<file path="config.mk">
export PLATFORM = sky130hd
export DESIGN_NAME = regfile_bank_ctrl
export DESIGN_NICKNAME = d
export VERILOG_FILES = /design/src/rtl/regfile_bank_ctrl.sv
export SDC_FILE = /design/constraint.sdc
export NUM_CORES = 2
export LEC_CHECK = 0
export ABC_CLOCK_PERIOD_IN_PS = 10700
export BUFFER_PORTS_ARGS = -buffer_cell sky130_fd_sc_hd__buf_2
export CAP_MARGIN = 40
export CORE_MARGIN = 2
export CORE_UTILIZATION = 40
export CTS_CLUSTER_DIAMETER = 200
export CTS_CLUSTER_SIZE = 12
export DETAILED_ROUTE_END_ITERATION = 10
export RECOVER_POWER = 25
export SETUP_SLACK_MARGIN = 0.3
export SYNTH_ARGS = -nofsm -noshare
export SYNTH_HDL_FRONTEND = slang
export SYNTH_SLANG_ARGS = --single-unit
</file>
<file path="constraint.sdc">
create_clock -name clk -period 10.7 [get_ports clk]
set_input_delay 0.535 -clock clk [delete_from_list [all_inputs] [get_ports clk]]
set_output_delay 0.535 -clock clk [all_outputs]
set_load 0.03 [all_outputs]
</file>
<file path="src/rtl/regfile_bank_ctrl.sv">
// regfile_bank_ctrl
//   Parametrised register file with byte-lane writes and NRD registered read
//   ports. It has an optional write-to-read bypass and an optional
//   hardwired-zero entry 0. It also contains a multi-cycle bulk-clear engine
//   and a valid/ready scan streamer that walks every entry in address order.
//
// Ports
//   clk, reset                 clock; synchronous active-high reset
//   wen, waddr, wdata          byte-lane write (bit i -> wdata[8i+7:8i])
//   rden, raddr, rdata         per-port read enable/address; 1-cycle read data
//   clear_req, clear_busy      start bulk clear; high for DEPTH cycles
//   scan_start                 start a scan of all entries
//   scan_valid, scan_ready     scan beat handshake
//   scan_addr, scan_data       current beat address and entry content
//   scan_done                  one-cycle pulse after the last beat is accepted
module regfile_bank_ctrl #(
    parameter int DATA_W  = 32,
    parameter int ADDR_W  = 5,
    parameter int NRD     = 2,
    parameter int ZERO_R0 = 1,
    parameter int BYPASS  = 1
) (
    input  logic                  clk,
    input  logic                  reset,
    input  logic [DATA_W/8-1:0]   wen,
    input  logic [ADDR_W-1:0]     waddr,
    input  logic [DATA_W-1:0]     wdata,
    input  logic [NRD-1:0]        rden,
    input  logic [NRD*ADDR_W-1:0] raddr,
    output logic [NRD*DATA_W-1:0] rdata,
    input  logic                  clear_req,
    output logic                  clear_busy,
    input  logic                  scan_start,
    output logic                  scan_valid,
    input  logic                  scan_ready,
    output logic [ADDR_W-1:0]     scan_addr,
    output logic [DATA_W-1:0]     scan_data,
    output logic                  scan_done
);

    localparam int DEPTH = 2 ** ADDR_W;
    localparam int NB    = DATA_W / 8;

    typedef enum logic {C_IDLE, C_RUN} clr_state_t;
    typedef enum logic {S_IDLE, S_RUN} scan_state_t;

    logic [DATA_W-1:0] mem [DEPTH];

    clr_state_t        c_state;
    logic [ADDR_W-1:0] c_cnt;
    scan_state_t       s_state;

    logic [DATA_W-1:0] wmask;
    logic              wr_ok;

    // Expand byte-lane enables into a bit mask.
    always_comb begin
        wmask = '0;
        for (int unsigned i = 0; i < NB; i++) begin
            wmask[8*i +: 8] = {8{wen[i]}};
        end
    end

    // A write is accepted only outside the clear engine, not when a clear
    // starts this cycle, and never to the hardwired-zero entry.
    assign wr_ok = (|wen) && (c_state == C_IDLE) && !clear_req &&
                   !((ZERO_R0 != 0) && (waddr == '0));

    // Storage: reset > clear engine > normal write.
    always_ff @(posedge clk) begin
        if (reset) begin
            for (int unsigned i = 0; i < DEPTH; i++) begin
                mem[ADDR_W'(i)] <= '0;
            end
        end else if (c_state == C_RUN) begin
            mem[c_cnt] <= '0;
        end else if (wr_ok) begin
            mem[waddr] <= (mem[waddr] & ~wmask) | (wdata & wmask);
        end
    end

    // Registered read ports
    logic [DATA_W-1:0] rd_q [NRD];

    for (genvar k = 0; k < NRD; k++) begin : g_rd
        logic [ADDR_W-1:0] ra;
        logic [DATA_W-1:0] rd_next;

        assign ra = raddr[k*ADDR_W +: ADDR_W];

        // The bypass merges only the enabled lanes of an accepted write.
        // Disabled lanes keep the old bytes.
        always_comb begin
            rd_next = mem[ra];
            if ((BYPASS != 0) && wr_ok && (waddr == ra)) begin
                rd_next = (mem[ra] & ~wmask) | (wdata & wmask);
            end
            if ((ZERO_R0 != 0) && (ra == '0)) begin
                rd_next = '0;
            end
        end

        always_ff @(posedge clk) begin
            if (reset) begin
                rd_q[k] <= '0;
            end else if (rden[k]) begin
                rd_q[k] <= rd_next;
            end
        end

        assign rdata[k*DATA_W +: DATA_W] = rd_q[k];
    end

    // Clear engine: writes 0 to each entry in turn, taking DEPTH cycles.
    always_ff @(posedge clk) begin
        if (reset) begin
            c_state <= C_IDLE;
            c_cnt   <= '0;
        end else begin
            case (c_state)
                C_IDLE: begin
                    if (clear_req) begin
                        c_state <= C_RUN;
                        c_cnt   <= '0;
                    end
                end
                C_RUN: begin
                    c_cnt <= c_cnt + 1'b1;
                    if (c_cnt == '1) begin
                        c_state <= C_IDLE;
                    end
                end
                default: c_state <= C_IDLE;
            endcase
        end
    end

    assign clear_busy = (c_state == C_RUN);

    // Scan streamer. A clear request aborts a running scan without scan_done.
    always_ff @(posedge clk) begin
        if (reset) begin
            s_state   <= S_IDLE;
            scan_addr <= '0;
            scan_done <= 1'b0;
        end else begin
            scan_done <= 1'b0;
            case (s_state)
                S_IDLE: begin
                    if (scan_start && (c_state == C_IDLE) && !clear_req) begin
                        s_state   <= S_RUN;
                        scan_addr <= '0;
                    end
                end
                S_RUN: begin
                    if (clear_req) begin
                        s_state   <= S_IDLE;
                        scan_addr <= '0;
                    end else if (scan_ready) begin
                        if (scan_addr == '1) begin
                            s_state   <= S_IDLE;
                            scan_addr <= '0;
                            scan_done <= 1'b1;
                        end else begin
                            scan_addr <= scan_addr + 1'b1;
                        end
                    end
                end
                default: s_state <= S_IDLE;
            endcase
        end
    end

    assign scan_valid = (s_state == S_RUN);
    assign scan_data  = ((ZERO_R0 != 0) && (scan_addr == '0)) ? '0 : mem[scan_addr];

endmodule

</file>
==> metrics.txt <==
status finished, violations left; failing checks capacitance limit, slew limit; Die H 436.2 um; ratio of cells with drive above 1 in the final layout 0.3128; Static Leak 27.36 nW; Reg2Reg Depth 8; placed cell area 79360 sq um; Die W 436.2 um; worst clock skew 57.26 ps; post-synthesis sequential area ratio 0.4422; hold_buf cts 0; ys flop type edfxtp_1; Ys Warns 0; actual slew at the worst max-slew pin 4054 ps; Synth top cells by count edfxtp_1, mux4_2, a21oi_1, buf_2, nor2_1; Root Driver clkbuf_16; post-route cell area 81490 sq um; ranking of synthesized cells by area edfxtp_1, mux4_2, a21oi_1, mux2i_1, buf_2; Placeable Area 185400 sq um; Final Hold Fails 0; gr usage total 0.3471; Seq cells post-synth 1106; Nets 5378; I/O Pins 162; Post-Syn Area 74700 sq um; wire per inst 43.04 um; Hold WC Path Type in2reg; setup TNS 0 ps; CTS buffer count 102; Finished Layout Cells 7823; first-pass GRT wire length 459.8 mm; CTS clk-pin slew, worst paths 70 ps; fin. max-slew vios 626; most common cell in the netlist edfxtp_1; post-cts gate resize count 0; distinct cell type count after synthesis 73; VDD IR max 0.1306 mV; vias in the first global route 56290; Final period util 0.7695; RD Place Congestion 0.9537; Hold Crit Depth 2; clock sink total 1106; clock buffer depth 3; grt total ovfl 0; crit path time final 8233 ps; placed cells 7687; async set-or-reset flop fraction in the synthesized netlist 0; Initial Util 0.4029; pwr/cell area 127.9 nW/um^2; count of input and output buffers 161; Post CTS Setup Buffer Count 0; synthesis-to-finish area growth 9.086%; endpoints failing setup 0; Clock H-tree levels 3; # rows 158; half-perimeter wire length after placement 208.2 mm; Crit. End Element flip-flop; max frequency 121.5 MHz; hold slack final 66.05 ps; Total Wirelength 336.7 mm; DRC errors left 0; die area 190200 sq um; EDFF count, synth 1088; TritonCTS clock tree built; CP Data Required Time 11120 ps; largest net degree at the start of global routing 93; average vias per placed instance 7.573; synthesized area per cell 13.83 sq um; initial detailed-routing violation count 11250; Slew HR -1.731; antenna-violating nets left 0; Yosys top cell area share 0.4373; initial antenna violation count 25; critical path peak fanout 35; crit path kind in2reg; CP Data Arrival Time 8650 ps; Max-Cap Viols 43; Total Power 10.42 mW; startpoint types primary input; Cells after Synth 5402; routed via count 59250; RSZ-0062 raised after global routing false; worst skew pair latency 780 ps; drt pass-1 iters 6; Synth area leader edfxtp_1
-- per-stage QoR --
step           utilization  setup WS, ps
2_1_floorplan            -          5894
3_3_place_gp        0.4206          5767
3_5_place_dp        0.4280          5852
4_1_cts             0.4428          5111
5_1_grt             0.4394          2621
6_report            0.4395          2467
-- power breakdown --
group / total, mW / internal [mW] / switching (mW)
clock: 3.44 / 1.72 / 1.72
sequential: 5.10 / 4.93 / 0.166
combinational: 1.88 / 0.702 / 1.18
-- cells by family after synthesis --
| logic type | synth area share |
|---|---|
| AOI/OAI and AO/OA | 0.08956 |
| xor gates and xnor gates | 0.001172 |
| adders and majority gates | 0.0008374 |
| buffers and inverters | 0.04603 |
| DFF | 0.4422 |
| muxes | 0.3584 |
| other | 0.00005020 |
| and+or+nand+nor | 0.06177 |
-- placed cells by master (no fill, tap or decap), types with 10 or more instances in the layout --
cell | netlist | layout
mux2i_1 | 308 | 308
nand2_1 | 195 | 182
o2111ai_1 | 10 | 11
mux4_2 | 977 | 977
conb_1 | 1 | 32
a221oi_2 | 22 | 18
a21oi_1 | 698 | 698
inv_1 | 77 | 75
buf_2 | 366 | 76
xor2_1 | 10 | 10
nor4_1 | 23 | 24
buf_4 | 26 | 182
o21ai_4 | 1 | 14
a211oi_1 | 58 | 58
mux2_2 | 150 | 150
nand2b_1 | 18 | 16
nand3_1 | 222 | 215
a221oi_1 | 23 | 23
a22oi_1 | 35 | 35
o22ai_1 | 105 | 105
clkbuf_1 | 210 | 129
o21ai_0 | 72 | 61
nor2b_1 | 71 | 69
nor2_1 | 352 | 348
edfxtp_1 | 1088 | 1088
nor3_1 | 21 | 21
buf_8 | 0 | 12
nand2_4 | 0 | 10
buf_16 | 0 | 24
o211ai_1 | 53 | 53
clkbuf_16 | 0 | 103
nand4_1 | 10 | 10
buf_12 | 0 | 23
dfxtp_1 | 18 | 14
-- worst paths after layout --
| path | startpoint | to | slack [ps] |
|---|---|---|---|
| setup / recovery | waddr[1] | mem[1][9] | 2470 |
| hold / removal | clear_req | scan_valid | 70 |
| hold reg to reg | scan_addr[4] | scan_addr[4] | 590 |
| setup reg to reg | clear_busy | mem[24][1] | 3430 |
-- layer usage --
layer | vias up | share of wire | GRT usage
met1 | 29750 | 0.32 | 0.4338
met4 | 34 | 0.086 | 0.2270
met5 | - | 0.00070 | 0
met3 | 1417 | 0.18 | 0.1563
li1 | 21890 | - | -
met2 | 6163 | 0.41 | 0.4841
-- worst max-delay path, cell delays in order --
cell       delay [ps]
clkbuf_1         1740
clkbuf_1         2090
nor3_1            370
a2111oi_0         910
nor3_1            140
nor2_1            140
clkbuf_1          460
o21ai_0          1330
buf_4             800
-- sequential cells by signal, indices dropped and copies added, names as in the netlist, named ones only --
register and cells:
scan_valid 1, scan_done 1, clear_busy 1, mem 1024, c_cnt 5, scan_addr 5, rd_q 64
-- area by class of cell --
type	count	area [sq um]
fill	16760	103900
antenna	8	20.02
timing repair buffer	436	3541
sequential	1106	33050
tap	2480	3103
clock inverter	5	101.3
multi-input combinational	3590	38740
inverter	79	297.8
clock buffer	119	2638
(Power assumes the default switching activity.)
